$ cat src/rtl/axi4lite_arbiter_2m.sv
// Two-master to one-slave AXI4-Lite arbiter, independent round-robin write and read paths, one outstanding each.
// Grant is registered (1 cycle from request to s_*valid); slave backpressure passes straight to the granted master only.
module axi4lite_arbiter_2m #(
    parameter int ADDR_WIDTH = 32,
    parameter int DATA_WIDTH = 32
) (
    input  logic                    clk,
    input  logic                    rst_n,
    input  logic [ADDR_WIDTH-1:0]   m0_awaddr,
    input  logic [2:0]              m0_awprot,
    input  logic                    m0_awvalid,
    output logic                    m0_awready,
    input  logic [DATA_WIDTH-1:0]   m0_wdata,
    input  logic [DATA_WIDTH/8-1:0] m0_wstrb,
    input  logic                    m0_wvalid,
    output logic                    m0_wready,
    output logic [1:0]              m0_bresp,
    output logic                    m0_bvalid,
    input  logic                    m0_bready,
    input  logic [ADDR_WIDTH-1:0]   m0_araddr,
    input  logic [2:0]              m0_arprot,
    input  logic                    m0_arvalid,
    output logic                    m0_arready,
    output logic [DATA_WIDTH-1:0]   m0_rdata,
    output logic [1:0]              m0_rresp,
    output logic                    m0_rvalid,
    input  logic                    m0_rready,
    input  logic [ADDR_WIDTH-1:0]   m1_awaddr,
    input  logic [2:0]              m1_awprot,
    input  logic                    m1_awvalid,
    output logic                    m1_awready,
    input  logic [DATA_WIDTH-1:0]   m1_wdata,
    input  logic [DATA_WIDTH/8-1:0] m1_wstrb,
    input  logic                    m1_wvalid,
    output logic                    m1_wready,
    output logic [1:0]              m1_bresp,
    output logic                    m1_bvalid,
    input  logic                    m1_bready,
    input  logic [ADDR_WIDTH-1:0]   m1_araddr,
    input  logic [2:0]              m1_arprot,
    input  logic                    m1_arvalid,
    output logic                    m1_arready,
    output logic [DATA_WIDTH-1:0]   m1_rdata,
    output logic [1:0]              m1_rresp,
    output logic                    m1_rvalid,
    input  logic                    m1_rready,
    output logic [ADDR_WIDTH-1:0]   s_awaddr,
    output logic [2:0]              s_awprot,
    output logic                    s_awvalid,
    input  logic                    s_awready,
    output logic [DATA_WIDTH-1:0]   s_wdata,
    output logic [DATA_WIDTH/8-1:0] s_wstrb,
    output logic                    s_wvalid,
    input  logic                    s_wready,
    input  logic [1:0]              s_bresp,
    input  logic                    s_bvalid,
    output logic                    s_bready,
    output logic [ADDR_WIDTH-1:0]   s_araddr,
    output logic [2:0]              s_arprot,
    output logic                    s_arvalid,
    input  logic                    s_arready,
    input  logic [DATA_WIDTH-1:0]   s_rdata,
    input  logic [1:0]              s_rresp,
    input  logic                    s_rvalid,
    output logic                    s_rready,
    output logic [1:0]              wr_gnt,
    output logic [1:0]              rd_gnt
);

    typedef enum logic [1:0] {W_IDLE, W_XFER, W_RESP} wst_t;
    typedef enum logic [1:0] {R_IDLE, R_ADDR, R_DATA} rst_t;

    wst_t r_wst, w_wst_nxt;
    rst_t r_rst, w_rst_nxt;
    logic r_wgnt, r_wlast, r_aw_done, r_w_done;
    logic r_rgnt, r_rlast;

    logic w_wreq0, w_wreq1, w_wpick, w_wsel;
    logic w_aw_hs, w_w_hs, w_b_hs, w_wxfer_fin;
    logic w_rpick, w_rsel, w_ar_hs, w_r_hs;
    logic w_m_awvalid, w_m_wvalid, w_m_bready, w_m_arvalid, w_m_rready;

    // Round-robin: on a tie the master that did not win last goes; r_*last resets to 1 so m0 wins first.
    assign w_wreq0     = m0_awvalid | m0_wvalid;
    assign w_wreq1     = m1_awvalid | m1_wvalid;
    assign w_wpick     = (w_wreq0 & w_wreq1) ? ~r_wlast : w_wreq1;
    assign w_rpick     = (m0_arvalid & m1_arvalid) ? ~r_rlast : m1_arvalid;
    assign w_wsel      = (r_wst != W_IDLE) & r_wgnt;
    assign w_rsel      = (r_rst != R_IDLE) & r_rgnt;

    assign w_aw_hs     = s_awvalid & s_awready;
    assign w_w_hs      = s_wvalid & s_wready;
    assign w_b_hs      = s_bvalid & s_bready;
    assign w_ar_hs     = s_arvalid & s_arready;
    assign w_r_hs      = s_rvalid & s_rready;
    assign w_wxfer_fin = (r_wst == W_XFER) & (r_aw_done | w_aw_hs) & (r_w_done | w_w_hs);

    assign w_m_awvalid = w_wsel ? m1_awvalid : m0_awvalid;
    assign w_m_wvalid  = w_wsel ? m1_wvalid  : m0_wvalid;
    assign w_m_bready  = w_wsel ? m1_bready  : m0_bready;
    assign w_m_arvalid = w_rsel ? m1_arvalid : m0_arvalid;
    assign w_m_rready  = w_rsel ? m1_rready  : m0_rready;

    always_ff @(posedge clk or negedge rst_n) begin
        if (!rst_n) begin
            r_wst <= W_IDLE;
            r_rst <= R_IDLE;
        end else begin
            r_wst <= w_wst_nxt;
            r_rst <= w_rst_nxt;
        end
    end

    always_comb begin
        w_wst_nxt = r_wst;
        case (r_wst)
            W_IDLE:  if (w_wreq0 | w_wreq1) w_wst_nxt = W_XFER;
            W_XFER:  if (w_wxfer_fin)       w_wst_nxt = W_RESP;
            W_RESP:  if (w_b_hs)            w_wst_nxt = W_IDLE;
            default:                        w_wst_nxt = W_IDLE;
        endcase
        w_rst_nxt = r_rst;
        case (r_rst)
            R_IDLE:  if (m0_arvalid | m1_arvalid) w_rst_nxt = R_ADDR;
            R_ADDR:  if (w_ar_hs)                 w_rst_nxt = R_DATA;
            R_DATA:  if (w_r_hs)                  w_rst_nxt = R_IDLE;
            default:                              w_rst_nxt = R_IDLE;
        endcase
    end

    // Grant, done flags and last-winner pointers.
    always_ff @(posedge clk or negedge rst_n) begin
        if (!rst_n) begin
            r_wgnt    <= 1'b0;
            r_wlast   <= 1'b1;
            r_aw_done <= 1'b0;
            r_w_done  <= 1'b0;
            r_rgnt    <= 1'b0;
            r_rlast   <= 1'b1;
        end else begin
            if (r_wst == W_IDLE && (w_wreq0 | w_wreq1)) r_wgnt <= w_wpick;
            if (w_wxfer_fin) begin
                r_aw_done <= 1'b0;
                r_w_done  <= 1'b0;
            end else begin
                if (w_aw_hs) r_aw_done <= 1'b1;
                if (w_w_hs)  r_w_done  <= 1'b1;
            end
            if (w_b_hs) r_wlast <= r_wgnt;
            if (r_rst == R_IDLE && (m0_arvalid | m1_arvalid)) r_rgnt <= w_rpick;
            if (w_r_hs) r_rlast <= r_rgnt;
        end
    end

    always_comb begin
        s_awaddr   = w_wsel ? m1_awaddr : m0_awaddr;
        s_awprot   = w_wsel ? m1_awprot : m0_awprot;
        s_wdata    = w_wsel ? m1_wdata  : m0_wdata;
        s_wstrb    = w_wsel ? m1_wstrb  : m0_wstrb;
        s_awvalid  = 1'b0;
        s_wvalid   = 1'b0;
        s_bready   = 1'b0;
        m0_awready = 1'b0;
        m1_awready = 1'b0;
        m0_wready  = 1'b0;
        m1_wready  = 1'b0;
        m0_bvalid  = 1'b0;
        m1_bvalid  = 1'b0;
        m0_bresp   = 2'b00;
        m1_bresp   = 2'b00;
        wr_gnt     = 2'b00;
        case (r_wst)
            W_XFER: begin
                s_awvalid = w_m_awvalid & ~r_aw_done;
                s_wvalid  = w_m_wvalid & ~r_w_done;
                if (r_wgnt) begin
                    m1_awready = s_awready & ~r_aw_done;
                    m1_wready  = s_wready & ~r_w_done;
                end else begin
                    m0_awready = s_awready & ~r_aw_done;
                    m0_wready  = s_wready & ~r_w_done;
                end
            end
            W_RESP: begin
                s_bready = w_m_bready;
                if (r_wgnt) begin
                    m1_bvalid = s_bvalid;
                    m1_bresp  = s_bresp;
                end else begin
                    m0_bvalid = s_bvalid;
                    m0_bresp  = s_bresp;
                end
            end
            default: ;
        endcase
        if (r_wst != W_IDLE) wr_gnt = r_wgnt ? 2'b10 : 2'b01;
    end

    always_comb begin
        s_araddr   = w_rsel ? m1_araddr : m0_araddr;
        s_arprot   = w_rsel ? m1_arprot : m0_arprot;
        s_arvalid  = 1'b0;
        s_rready   = 1'b0;
        m0_arready = 1'b0;
        m1_arready = 1'b0;
        m0_rvalid  = 1'b0;
        m1_rvalid  = 1'b0;
        m0_rdata   = '0;
        m1_rdata   = '0;
        m0_rresp   = 2'b00;
        m1_rresp   = 2'b00;
        rd_gnt     = 2'b00;
        case (r_rst)
            R_ADDR: begin
                s_arvalid = w_m_arvalid;
                if (r_rgnt) m1_arready = s_arready;
                else        m0_arready = s_arready;
            end
            R_DATA: begin
                s_rready = w_m_rready;
                if (r_rgnt) begin
                    m1_rvalid = s_rvalid;
                    m1_rdata  = s_rdata;
                    m1_rresp  = s_rresp;
                end else begin
                    m0_rvalid = s_rvalid;
                    m0_rdata  = s_rdata;
                    m0_rresp  = s_rresp;
                end
            end
            default: ;
        endcase
        if (r_rst != R_IDLE) rd_gnt = r_rgnt ? 2'b10 : 2'b01;
    end

endmodule
$ cat config.mk
export PLATFORM = sky130hd
export DESIGN_NAME = axi4lite_arbiter_2m
export DESIGN_NICKNAME = d
export VERILOG_FILES = /design/src/rtl/axi4lite_arbiter_2m.sv
export SDC_FILE = /design/constraint.sdc
export NUM_CORES = 1
export LEC_CHECK = 0
export ABC_AREA = 0
export BUFFER_PORTS_ARGS = -buffer_cell sky130_fd_sc_hd__buf_2
export CORE_AREA = 4 4 178 180
export DETAILED_ROUTE_END_ITERATION = 7
export DIE_AREA = 0 0 182 184
export PLACE_DENSITY = 0.37
export SLEW_MARGIN = 0
export SYNTH_ARGS = -nofsm -noshare
export SYNTH_HDL_FRONTEND = slang
export SYNTH_SLANG_ARGS = --single-unit
export TNS_END_PERCENT = 1
$ cat constraint.sdc
create_clock -name clk -period 3.6 [get_ports clk]
set_clock_uncertainty 0.15 [all_clocks]
set_input_delay 0.36 -clock clk [delete_from_list [all_inputs] [get_ports clk]]
set_output_delay 0.36 -clock clk [all_outputs]
set_load 0.02 [all_outputs]
=== Word-level counts from Yosys, hierarchy flattened ===
Cells that the tools add are included.

* Register bits after elaboration: 10
* Input port bits: 265
* Output and inout port bits: 197
* Word-level logic and storage cells: 119

* Equality and inequality tests: 10
* Multiplexer cells: 66
* Bitwise logic cells: 25
* Reductions and logical operators: 10

{| class="wikitable"
|+ Operator list
! cell !! count
|-
| 32-bit two-way mux || 7
|-
| 1-bit two-way mux || 36
|-
| 2-bit two-way mux || 18
|-
| 1-bit AND || 15
|-
| 2-bit inequality test (second input constant) || 6
|-
| 2-bit case mux with 3 select lines || 2
|-
| 2-bit nonzero test || 4
|-
| 3-bit two-way mux || 2
|-
| 1-bit OR || 6
|-
| 3-bit AND reduction || 2
|-
| 2-bit by 1-bit == test with 1-bit output (second input constant) || 2
|-
| 2-bit == test (second input constant) || 2
|-
| 2-bit zero test || 2
|-
| 4-bit two-way mux || 1
|-
| 1-bit inverter || 4
|-
| 1-bit logical AND || 2
|}

=== Depth between registers and ports, before layout ===
Gate-level depths: netlist of the first run.

* Depth after elaboration: 11
* Gate-level depth with buffers: 7
* Gate-level depth less buffers: 4

=== Worst setup path before layout of the first run ===
OpenSTA, ideal clock, no wires.

* Kind: reg-to-output
* From: reg r_wst[1]
* To: out s_awvalid
* Data arrival time: 1470 ps
* Required time: 3090 ps
* Slack: 1620 ps
* Cell stages (with the launch flop): 5
* Buffers on the path: 1
* Cell sequence: dfrtp_1 > buf_2 > and2b_1 > nor2b_1 > a21boi_0

* Cells in the longest elaborated chain, start to end: 5
* Elaborated cells on any way between the ends: 6
* Those cells by class: eq/ne: 1; mux: 2; bitwise: 2; reduce/logical: 1

{| class="wikitable"
|+ RTL lines
! what !! RTL line !! RTL
|-
| start, declared || 73 || <nowiki>wst_t r_wst, w_wst_nxt;</nowiki>
|-
| start signal, assigned || 109 || <nowiki>r_wst <= w_wst_nxt;</nowiki>
|-
| 2-bit nonzero test || 88 || <nowiki>assign w_wsel = (r_wst != W_IDLE) & r_wgnt;</nowiki>
|-
| 1-bit AND || 88 ||
|-
| 1-bit two-way mux || 98 || <nowiki>assign w_m_awvalid = w_wsel ? m1_awvalid : m0_awvalid;</nowiki>
|-
| 1-bit AND || 174 || <nowiki>s_awvalid = w_m_awvalid & ~r_aw_done;</nowiki>
|-
| 1-bit two-way mux * || 172 || <nowiki>case (r_wst)</nowiki>
|-
| end, declared || 49 || <nowiki>output logic s_awvalid,</nowiki>
|}

Mark *: on every way between the ends. The rest lies on a longest branch, timed or not.

=== Worst setup path in the final report of the first run ===
* From: reg r_rst[1]
* To: out s_araddr[20]

* Cells in the longest elaborated chain, start to end: 3

{| class="wikitable"
|+ RTL lines
! what !! RTL line !! RTL
|-
| start, declared || 74 || <nowiki>rst_t r_rst, w_rst_nxt;</nowiki>
|-
| start signal, assigned || 110 || <nowiki>r_rst <= w_rst_nxt;</nowiki>
|-
| 2-bit nonzero test || 89 || <nowiki>assign w_rsel = (r_rst != R_IDLE) & r_rgnt;</nowiki>
|-
| 1-bit AND || 89 ||
|-
| 32-bit two-way mux || 200 || <nowiki>s_araddr = w_rsel ? m1_araddr : m0_araddr;</nowiki>
|-
| end, declared || 58 || <nowiki>output logic [ADDR_WIDTH-1:0] s_araddr,</nowiki>
|}

Every way passes these cells.

==> impl_results.md, run 1 <==
* Status: finished, final reports clean
* Reg-to-reg startpoint: r_wgnt
* Worst r2r path cells at 4
* Post-route design area at 0.005355 mm2
* Die width at 182 um
* Post-Place Setup Slack at 1.011 ns
* Hold worst-path end: r_rgnt
* Core Area at 0.03019 mm2
* Max-slew violations at 0
* Final setup violating endpoints at 0
* Fin. Hold Viols at 0
* Largest net degree at the start of global routing at 73
* Final Util at 0.1774
* Initial antenna violation count at 5
* Initial drt markers at 118
* Hold_sp: m0_arvalid
* Sum of negative setup slack at 0 ns
* Crit path cell chain: o21ai_4, buf_4, mux2_2, buf_2
* Initial Utilization at 0.08509
* Final estimated routing congestion in global placement at 0.8161
* Synthesized area per cell at 5.960 um2
* DRC at 0
* Fmax at 356.0 MHz
* Ys Warns at 0
* CTS sink cnt at 10
* Multiplexer share of the synthesized area at 0.1900
* Num rows at 64
* Mapped Cells at 431
* Compound-cell area share of the yosys netlist at 0.06089
* Die area at 0.03349 mm2
* Antenna-violating nets left at 0
* Fillers at 3580
* Io pins at 462
* DR WL/cell at 17.57 um
* Synth cell types at 37
* Synth Flop Type: dfrtp_1
* Pwr/cell area at 751.7 mW/mm2
* Most frequent cells in the layout: 461 x buf_2, 218 x nand2_1, 71 x and2_1
* MaxCap Viol Count at 0
* CP Launch Type: flip-flop
* Rel. slew slack at 0.3712
* CTS tree: yes
* Worst path slowest cell: o21ai_4
* Post-Synthesis Cell Area at 0.002569 mm2
* Worst-skew pair later-pin latency at 0.24 ns
* Most common cell after layout, fill and taps aside: buf_2
* Number of global-route vias before repair at 4718
* Critical Path End Type: output pin
* Post-synthesis xor/xnor area fraction at 0
* Reg2reg end: r_w_done
* Worst reg2reg setup slack at 1.51 ns
* Post-synth EDFFs at 0
* Via-to-Cell Ratio at 3.518
* Area grow syn2layout at 108.5%
* Max VDD drop at 0.3486 mV
* Total track usage at 0.1226
* Clock Tree Buf Depth at 2
* WHS Path Cells at 2
* RSZ-0062 raised after global routing: false
* Syn nets at 696
* Slew at the pin closest to its max-slew limit at 0.9422 ns
* CP Max Fanout at 27
* Arr. time, crit path at 2.30 ns
* Leakage at 3.340 nW
* CP required at 3.09 ns
* First-pass GRT wire length at 30750 um
* CP max stage delay at 0.71 ns
* CTS Buf Count at 3
* H-tree depth at 1
* Crit Path Class: flip-flop to output pin
* Period utilization at 0.7802
* Grt ovf at 0
* Share of post-route cells with drive strength above 1 at 0.5943
* FF+latch count, synth at 10
* Adder-cell area share of the yosys netlist at 0
* Post-DP HPWL at 20400 um
* Largest family of logic cells by synthesized area: simple AND/OR/NAND/NOR gates
* Post-CTS setup buffer count at 0
* DRT Wirelength at 22280 um
* Die Span Y at 184 um
* Seq/Total Area, Yosys at 0.09839
* Root Driver: clkbuf_16
* Setup WS post-layout at 0.7912 ns
* Hold Path Class: input port to flip-flop
* Minimum clock period at 2.809 ns
* Simple-gate portion of the synthesized area at 0.5845
* Worst-path clk slew at 0.04 ns
* Vias at 4461
* Port-buffer cells at 461
* Final net count at 1136
* Cell area after placement at 0.005251 mm2
* Fraction of registers with async set/reset at 1.000
* Drt pass-1 iters at 4
==> flip-flops by register name, summed over array words and instances, names as in the netlist <==
signal and cells:
r_rst 2, r_wst 2, r_aw_done 1, r_rgnt 1, r_rlast 1, r_w_done 1, r_wgnt 1, r_wlast 1
==> final cells by class <==
cell class / instances / area [um2] / share of cell area
clock buffer: 4 / 88.84 / 0.01659
timing repair buffer: 466 / 2360 / 0.4407
inverter: 2 / 7.507 / 0.001402
tap: 396 / 495.5 / 0.09252
antenna: 2 / 5.005 / 0.0009346
sequential: 10 / 252.7 / 0.04720
multi-input combinational: 388 / 2146 / 0.4007
==> power breakdown <==
| group | switching [W] | total, W | internal (W) |
|---|---|---|---|
| sequential | 0.000123 | 0.000286 | 0.000164 |
| clock | 0.0000568 | 0.000224 | 0.000168 |
| combinational | 0.00231 | 0.00351 | 0.00120 |
==> per-layer routing <==
metal  part of all wire  vias to the layer above  track usage
li1                   -                     2239            -
met1               0.37                     1924       0.1326
met2               0.52                      284       0.2363
met3              0.099                       12      0.03680
met4              0.013                        2      0.02402
met5            0.00090                        -            0
==> stage by stage <==
stage / std cells / hold slack (ns) / total power, W
after global routing: 1266 / 0.2094 / 0.004358
after floorplan: 431 / -0.08559 / 0.002566
after detailed placement: 1261 / 0.1129 / 0.003899
final: 1268 / 0.1999 / 0.004025
after global placement: 1261 / 0.1113 / 0.003876
after CTS: 1266 / 0.2024 / 0.004143
==> worst max-delay path, delay by kind of cell, from the launching register on <==
kind / cells / cell delay (ns)
compound gates: 1 / 0.71
buf+inv: 2 / 0.48
flops: 1 / 0.51
mux: 1 / 0.35
==> worst max path at each step <==
stage,start,endpoint,depth (start not counted)
2_1_floorplan,r_wst[1],s_awvalid,4
6_report,r_rst[1],s_araddr[20],4
5_1_grt,r_wgnt,s_wdata[10],6
3_3_place_gp,r_wgnt,s_wdata[10],6
4_1_cts,r_wgnt,s_wdata[10],6
3_5_place_dp,r_wgnt,s_wdata[10],6
==> repair_timing <==
action / in CTS / in global routing
hold endpoints to repair: 8 / 0
hold buffers: 1 / 0
gates resized for setup: 0 / 0
==> synth_stat cells (2+ instances only) <==
| cell type | n | area [um2] |
|---|---|---|
| a21boi_0 | 2 | 15.01 |
| a21oi_1 | 4 | 20.02 |
| a31oi_1 | 3 | 18.77 |
| a32o_1 | 2 | 20.02 |
| and2_1 | 71 | 444.2 |
| and3_1 | 5 | 31.28 |
| and3b_1 | 3 | 26.28 |
| buf_2 | 13 | 65.06 |
| buf_4 | 4 | 30.03 |
| clkbuf_1 | 7 | 26.28 |
| clkbuf_2 | 6 | 30.03 |
| dfrtp_1 | 8 | 200.2 |
| dfstp_2 | 2 | 52.55 |
| mux2_1 | 2 | 22.52 |
| mux2_2 | 37 | 416.7 |
| mux2i_1 | 2 | 20.02 |
| nand2_1 | 218 | 818.3 |
| nand2b_1 | 3 | 18.77 |
| nand4b_1 | 2 | 17.52 |
| nor2_1 | 11 | 41.29 |
| nor2b_1 | 2 | 12.51 |
| nor3_1 | 3 | 15.01 |
| nor3b_1 | 5 | 37.54 |
| o21ai_0 | 2 | 10.01 |
| o21ai_4 | 2 | 32.53 |
==> cells by family after synthesis <==
| logic type | after synthesis |
|---|---|
| AOI/OAI and AO/OA | 18 |
| buffers and inverters | 33 |
| DFF | 10 |
| and+or+nand+nor | 327 |
| muxes | 43 |
Note: power is estimated with default switching activity, not from simulation.
==> inputs of run 2 (changes only) <==
--- a/config.mk
+++ b/config.mk
@@ -5,7 +5,7 @@
 export SDC_FILE = /design/constraint.sdc
 export NUM_CORES = 1
 export LEC_CHECK = 0
-export ABC_AREA = 0
+export ABC_AREA = 1
 export BUFFER_PORTS_ARGS = -buffer_cell sky130_fd_sc_hd__buf_2
 export CORE_AREA = 4 4 178 180
 export DETAILED_ROUTE_END_ITERATION = 7
==> constraint.sdc (replaced) <==
create_clock -name clk -period 2.25 [get_ports clk]
set_clock_uncertainty 0.15 [all_clocks]
set_input_delay 0.225 -clock clk [delete_from_list [all_inputs] [get_ports clk]]
set_output_delay 0.225 -clock clk [all_outputs]
set_load 0.02 [all_outputs]
==> run 2 against run 1 <==
Against the previous run:
- design area increased by 0.65%
- critical path type unchanged
- register-to-register slack got worse by 0.95 ns
- synthesized cell count increased by 32%
- critical endpoint is now s_araddr[31]
- highest routed layer unchanged
- sequential share of layout area about the same
- via count increased by 12%
- worst hold slack got worse by 0.10 ns
- synthesized area decreased by 4.5%
- combinational power increased by 62%
- flip-flop and latch count unchanged
- critical path depth increased by 2
==> impl_results.md, run 2 <==
* Status: finished, final reports clean
* Sum of negative setup slack at 0 ns (unchanged)
* Part of the power in registers at 0.055 (-0.016)
* Initial antenna violation count at 2 (-3)
* FF+latch count, synth at 10 (unchanged)
* Number of global-route vias before repair at 5067 (+7.4%)
* Num rows at 64 (unchanged)
* Rel. slew slack at 0.7596 (+0.3885)
* RSZ-0062 raised after global routing: false
* DRC at 0 (unchanged)
* Io pins at 462 (unchanged)
* Ys Warns at 0 (unchanged)
* Via-to-Cell Ratio at 3.532 (+0.39%)
* Core Area at 0.03019 mm2 (unchanged)
* Routed met1 length at 7532 um (-8.4%)
* Final estimated routing congestion in global placement at 0.7952 (-2.6%)
* Worst-skew pair later-pin latency at 0.24 ns (about the same)
* Die Span Y at 184 um (unchanged)
* Vias at 4994 (+12%)
* Fillers at 3640 (+1.7%)
* CTS sink cnt at 10 (unchanged)
* Most common cell after layout, fill and taps aside: buf_2
* Syn nets at 832 (+20%)
* DR WL met2 at 10560 um (-8.5%)
* CP Max Fanout at 36 (+33%)
* Synth area leaders: nand2_1 53%, nor2_1 13%, dfrtp_1 8.2%
* DRT Wirelength at 20110 um (-9.8%)
* Max VDD drop at 0.3731 mV (+7.0%)
* Antenna-violating nets left at 0 (unchanged)
* Post-synth top area cell: nand2_1
* Most instantiated cells after synthesis: 345 x nand2_1, 88 x nor2_1, 53 x inv_1
* Critical Path End Type: output pin
* Combinational power share at 0.889 (+0.016)
* Final setup violating endpoints at 0 (unchanged)
* Synth cell types at 27 (-27%)
* Max layer used: met5
* Mapped Cells at 567 (+32%)
* CP Launch Type: flip-flop
* Count leader, synth: nand2_1
* Minimum clock period at 2.054 ns
* CTS tree: yes
* Port-buffer cells at 461 (unchanged)
* Post-DP HPWL at 17940 um (-12%)
* Sw Pwr at 0.004065 W (+63%)
* Die width at 182 um (unchanged)
* Hold slack final at 0.09664 ns (-0.1033 ns)
* CP required at 1.88 ns (-1.21 ns)
* Leakage at 3.777 nW (+13%)
* DR WL/cell at 14.22 um (-19%)
* Crit Path Class: flip-flop to output pin
* Top Registers: r_rst: 2 flops, r_wst: 2 flops
* Max-slew violations at 0 (unchanged)
* Yosys top cell area share at 0.5278 (+0.2092)
* Share of post-route cells with drive strength above 1 at 0.4853 (-0.1090)
* Synth Flop Type: dfrtp_1
* CTS Buf Count at 3 (unchanged)
* Largest net degree at the start of global routing at 54 (-26%)
* Multi-input gate area at 0.001854 mm2 (-14%)
* Fin. Hold Viols at 0 (unchanged)
* Initial Utilization at 0.08127 (-0.003813)
* Worst-path clk slew at 0.04 ns (about the same)
* Seq/Total Area, Yosys at 0.1030 (+0.004616)
* Drt pass-1 iters at 5 (+1)
* Slew at the pin closest to its max-slew limit at 0.3605 ns (-0.5817 ns)
* Pwr/cell area at 1189 mW/mm2 (+58%)
* Grt ovf at 0 (unchanged)
* Register area at 252.7 um2 (unchanged)
* Die area at 0.03349 mm2 (unchanged)
* Area grow syn2layout at 119.7%
* Total track usage at 0.1070 (-0.01559)
* MaxCap Viol Count at 0 (unchanged)
* Clock Tree Buf Depth at 2 (unchanged)
* First-pass GRT wire length at 28570 um (-7.1%)
* Fmax at 487.0 MHz
* Post-Synthesis Cell Area at 0.002454 mm2 (-4.5%)
* Synthesized area per cell at 4.327 um2 (-27%)
* Most frequent cells in the layout: 461 x buf_2, 345 x nand2_1, 88 x nor2_1
* H-tree depth at 1 (unchanged)
* Post-synth EDFFs at 0 (unchanged)
* Met3 wire len at 1907 um (-14%)
* P_int at 0.002342 W (+53%)
* Final net count at 1284 (+13%)
* Hold Path Class: input port to flip-flop
* Clk network pwr share at 0.056 (about the same)
* Root Driver: clkbuf_16
* Initial drt markers at 252 (+110%)
* Fraction of registers with async set/reset at 1.000 (unchanged)
* Net Sw Frac at 0.6344 (+0.01550)
* Antenna diodes at 0 (-2)
* Period utilization at 0.9127
* Arr. time, crit path at 1.68 ns (-0.62 ns)
-- run 2: changes by cell type after synthesis, moves of 5 or more --
cell / previous run / this run
nor3b_1: 5 / 0
inv_1: 1 / 53
nand2_1: 218 / 345
and2_1: 71 / 1
mux2_2: 37 / 0
nor3_1: 3 / 10
nand3_1: 0 / 6
nor2_1: 11 / 88
clkbuf_1: 7 / 13
clkbuf_2: 6 / 0
-- run 2: power groups by stage --
stage | clock network [W] | registers, W | logic, W
2_1_floorplan | 0 | 0.000331 | 0.00348
3_3_place_gp | 0 | 0.000355 | 0.00580
3_5_place_dp | 0 | 0.000353 | 0.00577
4_1_cts | 0.000368 | 0.000352 | 0.00580
5_1_grt | 0.000382 | 0.000363 | 0.00626
6_report | 0.000356 | 0.000352 | 0.00570
-- run 2: cells by family after synthesis --
logic type             synth area share
AOI/OAI and AO/OA               0.02499
buffers and inverters            0.1413
and+or+nand+nor                  0.7308
DFF                              0.1030
-- run 2: worst paths after layout --
kind	from	end	slack, ns	cells past startpoint
min in group asynchronous	rst_n	r_rst[1]	0.27	2
worst min register to register	r_rlast	r_rlast	0.32	2
worst min-delay path	s_arready	r_rst[1]	0.1	3
worst max register to register	r_wst[1]	r_wst[1]	0.56	9
max in group asynchronous	rst_n	r_rlast	1.40	2
worst max-delay path	r_rgnt	s_araddr[31]	0.20	6
-- run 2: layout make-up --
cell class              instances  area share
inverters                      58     0.04039
well taps                     396     0.09192
repair buffers                475      0.4603
multi-input cells             471      0.3440
clock buffers                   4     0.01648
flip-flops and latches         10     0.04689
-- run 2: critical path: stages (launching register included) --
cell and delay [ns]:
dfrtp_1 0.46, inv_2 0.11, nor2_2 0.19, buf_6 0.28, nand2_1 0.08, nand2_1 0.13
buf_2 0.18
-- run 2: timing repair --
item                                   in CTS  in global routing
gates resized for setup                     0                  1
setup endpoints to repair                   0                 23
hold buffers                                1                  0
buffers inserted                            0                  1
endpoints found under the hold margin      10                  0
-- run 2: per-layer routing --
| layer | GRT usage | vias to the layer above |
|---|---|---|
| met4 | 0.01021 | 2 |
| li1 | - | 2556 |
| met2 | 0.2112 | 290 |
| met3 | 0.02612 | 8 |
| met5 | 0 | - |
| met1 | 0.1197 | 2138 |
-- run 2: per-stage QoR --
| stage | setup slack [ns] | cell area (um2) | power [W] | utilization | cells |
|---|---|---|---|---|---|
| 2_1_floorplan | 0.6005 | 2454 | 0.003815 | - | 567 |
| 3_3_place_gp | 0.3274 | 5268 | 0.006156 | 0.1745 | 1408 |
| 3_5_place_dp | 0.3495 | 5268 | 0.006120 | 0.1745 | 1408 |
| 4_1_cts | 0.08022 | 5366 | 0.006516 | 0.1778 | 1413 |
| 5_1_grt | 0.04655 | 5390 | 0.007005 | 0.1785 | 1414 |
| 6_report | 0.1965 | 5390 | 0.006407 | 0.1785 | 1414 |
==> inputs of run 3 (changes only) <==
--- a/config.mk
+++ b/config.mk
@@ -10,7 +10,7 @@
 export CORE_AREA = 4 4 178 180
 export DETAILED_ROUTE_END_ITERATION = 7
 export DIE_AREA = 0 0 182 184
-export PLACE_DENSITY = 0.37
+export PLACE_DENSITY = 0.36
 export SLEW_MARGIN = 0
 export SYNTH_ARGS = -nofsm -noshare
 export SYNTH_HDL_FRONTEND = slang
==> constraint.sdc (replaced) <==
create_clock -name clk -period 2.2 [get_ports clk]
set_clock_uncertainty 0.15 [all_clocks]
set_input_delay 0.22 -clock clk [delete_from_list [all_inputs] [get_ports clk]]
set_output_delay 0.22 -clock clk [all_outputs]
set_load 0.02 [all_outputs]
==> run 3 against run 2 <==
Against the previous run:
- flip-flop and latch count unchanged
- setup slack worse by 0.082 ns
- global-route usage up 0.19 points
==> impl_results.md, run 3 (synthesized netlist as in run 2, its figures left out) <==
* Root Driver: clkbuf_16
* Core Area at 0.03019 mm2 (unchanged)
* Worst path slowest cell: dfrtp_1
* Initial drt markers at 173 (-31%)
* Pwr Total at 0.006585 W (+2.8%)
* Combinational power share at 0.890 (about the same)
* Post-DP HPWL at 18390 um (+2.5%)
* Hold Path Class: input port to flip-flop
* MaxCap Viol Count at 0 (unchanged)
* CTS Buf Count at 3 (unchanged)
* Antenna-violating nets left at 0 (unchanged)
* CP Launch Type: flip-flop
* Arr. time, crit path at 1.72 ns (+0.04 ns)
* WHS Path Cells at 3 (unchanged)
* Largest net degree at the start of global routing at 74 (+37%)
* Io pins at 462 (unchanged)
* Die area at 0.03349 mm2 (unchanged)
* Leakage at 3.754 nW (-0.60%)
* Sw Pwr at 0.004235 W (+4.2%)
* CTS tree: yes
* Fin. Hold Viols at 0 (unchanged)
* P_int at 0.002351 W (+0.35%)
* Port-buffer cells at 461 (unchanged)
* Worst-skew pair later-pin latency at 0.23 ns (about the same)
* Post-CTS setup buffer count at 0 (unchanged)
* Crit path cell chain: nor2_2, nor2_4, buf_12, or2_2, nand2_1, nor2_1, buf_2
* Drt pass-1 iters at 4 (-1)
* Number of cells after detailed placement at 1405 (-0.21%)
* Total track usage at 0.1090 (+0.001937)
* Post-route design area at 0.005384 mm2 (-0.12%)
* Most common cell after layout, fill and taps aside: buf_2
* Grt ovf at 0 (unchanged)
* Clk network pwr share at 0.055 (about the same)
* CTS sink cnt at 10 (unchanged)
* CP required at 1.83 ns (-0.05 ns)
* DRT Wirelength at 20540 um (+2.2%)
* DRC at 0 (unchanged)
* Max VDD drop at 0.4325 mV (+16%)
* Period utilization at 0.9478
* Initial Utilization at 0.08127 (unchanged)
* CP Max Fanout at 37 (+2.8%)
* Most frequent cells in the layout: 459 x buf_2, 342 x nand2_1, 88 x nor2_1
* Die Span Y at 184 um (unchanged)
* Final estimated routing congestion in global placement at 0.8751 (+10%)
* Layout Cells excl Fill at 1412 (-0.14%)
* Area grow syn2layout at 119.4%
* Cell area after placement at 0.005258 mm2 (-0.19%)
* H-tree depth at 1 (unchanged)
* Die width at 182 um (unchanged)
* Final net count at 1280 (-0.31%)
* Max-slew violations at 0 (unchanged)
* Initial antenna violation count at 4 (+2)
* RSZ-0062 raised after global routing: true
* Part of the power in registers at 0.055 (about the same)
* Via-to-Cell Ratio at 3.544 (+0.34%)
* Final setup violating endpoints at 0 (unchanged)
* Status: finished, final reports clean
* Vias at 5004 (+0.20%)
* DR WL/cell at 14.55 um (+2.3%)
* CP max stage delay at 0.39 ns (-0.07 ns)
* Minimum clock period at 2.085 ns
* Number of global-route vias before repair at 5083 (+0.32%)
* Share of post-route cells with drive strength above 1 at 0.4882 (+0.002900)
* Fillers at 3662 (+0.60%)
* First-pass GRT wire length at 28940 um (+1.3%)
* Top Registers: r_rst: 2 flops, r_wst: 2 flops
* Num rows at 64 (unchanged)
* Net Sw Frac at 0.6430 (+0.008620)
* Worst reg2reg setup slack at 0.46 ns (-0.10 ns)
* Critical Path End Type: output pin
* Clock Tree Buf Depth at 2 (unchanged)
* Worst-path clk slew at 0.04 ns (about the same)
* Worst r2r path cells at 10 (+1)
* Fmax at 479.6 MHz
* Crit Path Class: flip-flop to output pin
* Slew at the pin closest to its max-slew limit at 0.3809 ns (+0.02040 ns)
* Pwr/cell area at 1223 mW/mm2 (+2.9%)
* Rel. slew slack at 0.7460 (-0.01360)
run 3: cell types whose count changed in the layout (fill, tap and decap cells not counted), moves of 2 or more:
| cell | delta |
|---|---|
| diode_2 | +2 |
| clkbuf_4 | +2 |
| dfrtp_1 | -2 |
| nand2_1 | -3 |
| buf_2 | -2 |
| buf_4 | -3 |
| dfrtp_2 | +2 |
| nand2_2 | +3 |
run 3: final cells by class:
| type | count | area, um2 | share of cell area |
|---|---|---|---|
| timing repair buffer | 471 | 2452 | 0.4555 |
| sequential | 10 | 255.2 | 0.04741 |
| tap | 396 | 495.5 | 0.09203 |
| antenna | 2 | 5.005 | 0.0009296 |
| multi-input combinational | 471 | 1867 | 0.3467 |
| inverter | 58 | 220.2 | 0.04090 |
| clock buffer | 4 | 88.84 | 0.01650 |
run 3: worst max-delay path, delay by kind of cell, from the launching register on:
family | cells | cell delay, ns
and+or+nand+nor | 5 | 0.75
buffers and inverters | 2 | 0.33
DFF | 1 | 0.39
run 3: timing repair:
item	in CTS	in global routing
hold endpoints to repair	10	0
resized for setup	0	10
hold buffers	1	0
endpoints found under the setup margin	0	57
run 3: per-layer routing:
| metal | up-vias | share of wire | GRT usage |
|---|---|---|---|
| met2 | 292 | 0.53 | 0.2182 |
| met5 | - | 0 | 0 |
| met1 | 2150 | 0.37 | 0.1192 |
| li1 | 2552 | - | - |
| met3 | 10 | 0.092 | 0.02592 |
| met4 | 0 | 0.0076 | 0.01171 |
run 3: worst paths after layout:
check / startpoint / to
max: r_rst[1] / s_rready
min: s_arready / r_rst[1]
max reg2reg: r_wst[1] / r_wst[0]
min reg2reg: r_rlast / r_rlast
max in group asynchronous: rst_n / r_rlast
min in group asynchronous: rst_n / r_wgnt
run 3: power by group through the flow:
stage                     clock, W  sequential, W  combinational, W
after floorplan                  0       0.000338           0.00356
after global placement           0       0.000357           0.00600
after detailed placement         0       0.000356           0.00594
after CTS                 0.000369       0.000355           0.00597
after global routing      0.000383       0.000371           0.00645
final                     0.000363       0.000361           0.00586
run 3: per-stage QoR:
stage               setup TNS, ns  hold WS, ns  setup WS, ns    util
CTS                             0      0.09197       0.03094  0.1774
floorplan                       0      -0.2256        0.5555       -
finish                          0      0.08774        0.1148  0.1783
global placement                0     -0.03409        0.2541  0.1742
detailed placement              0     -0.03623        0.2885  0.1742
global route            -0.001954       0.1135     -0.001902  0.1783
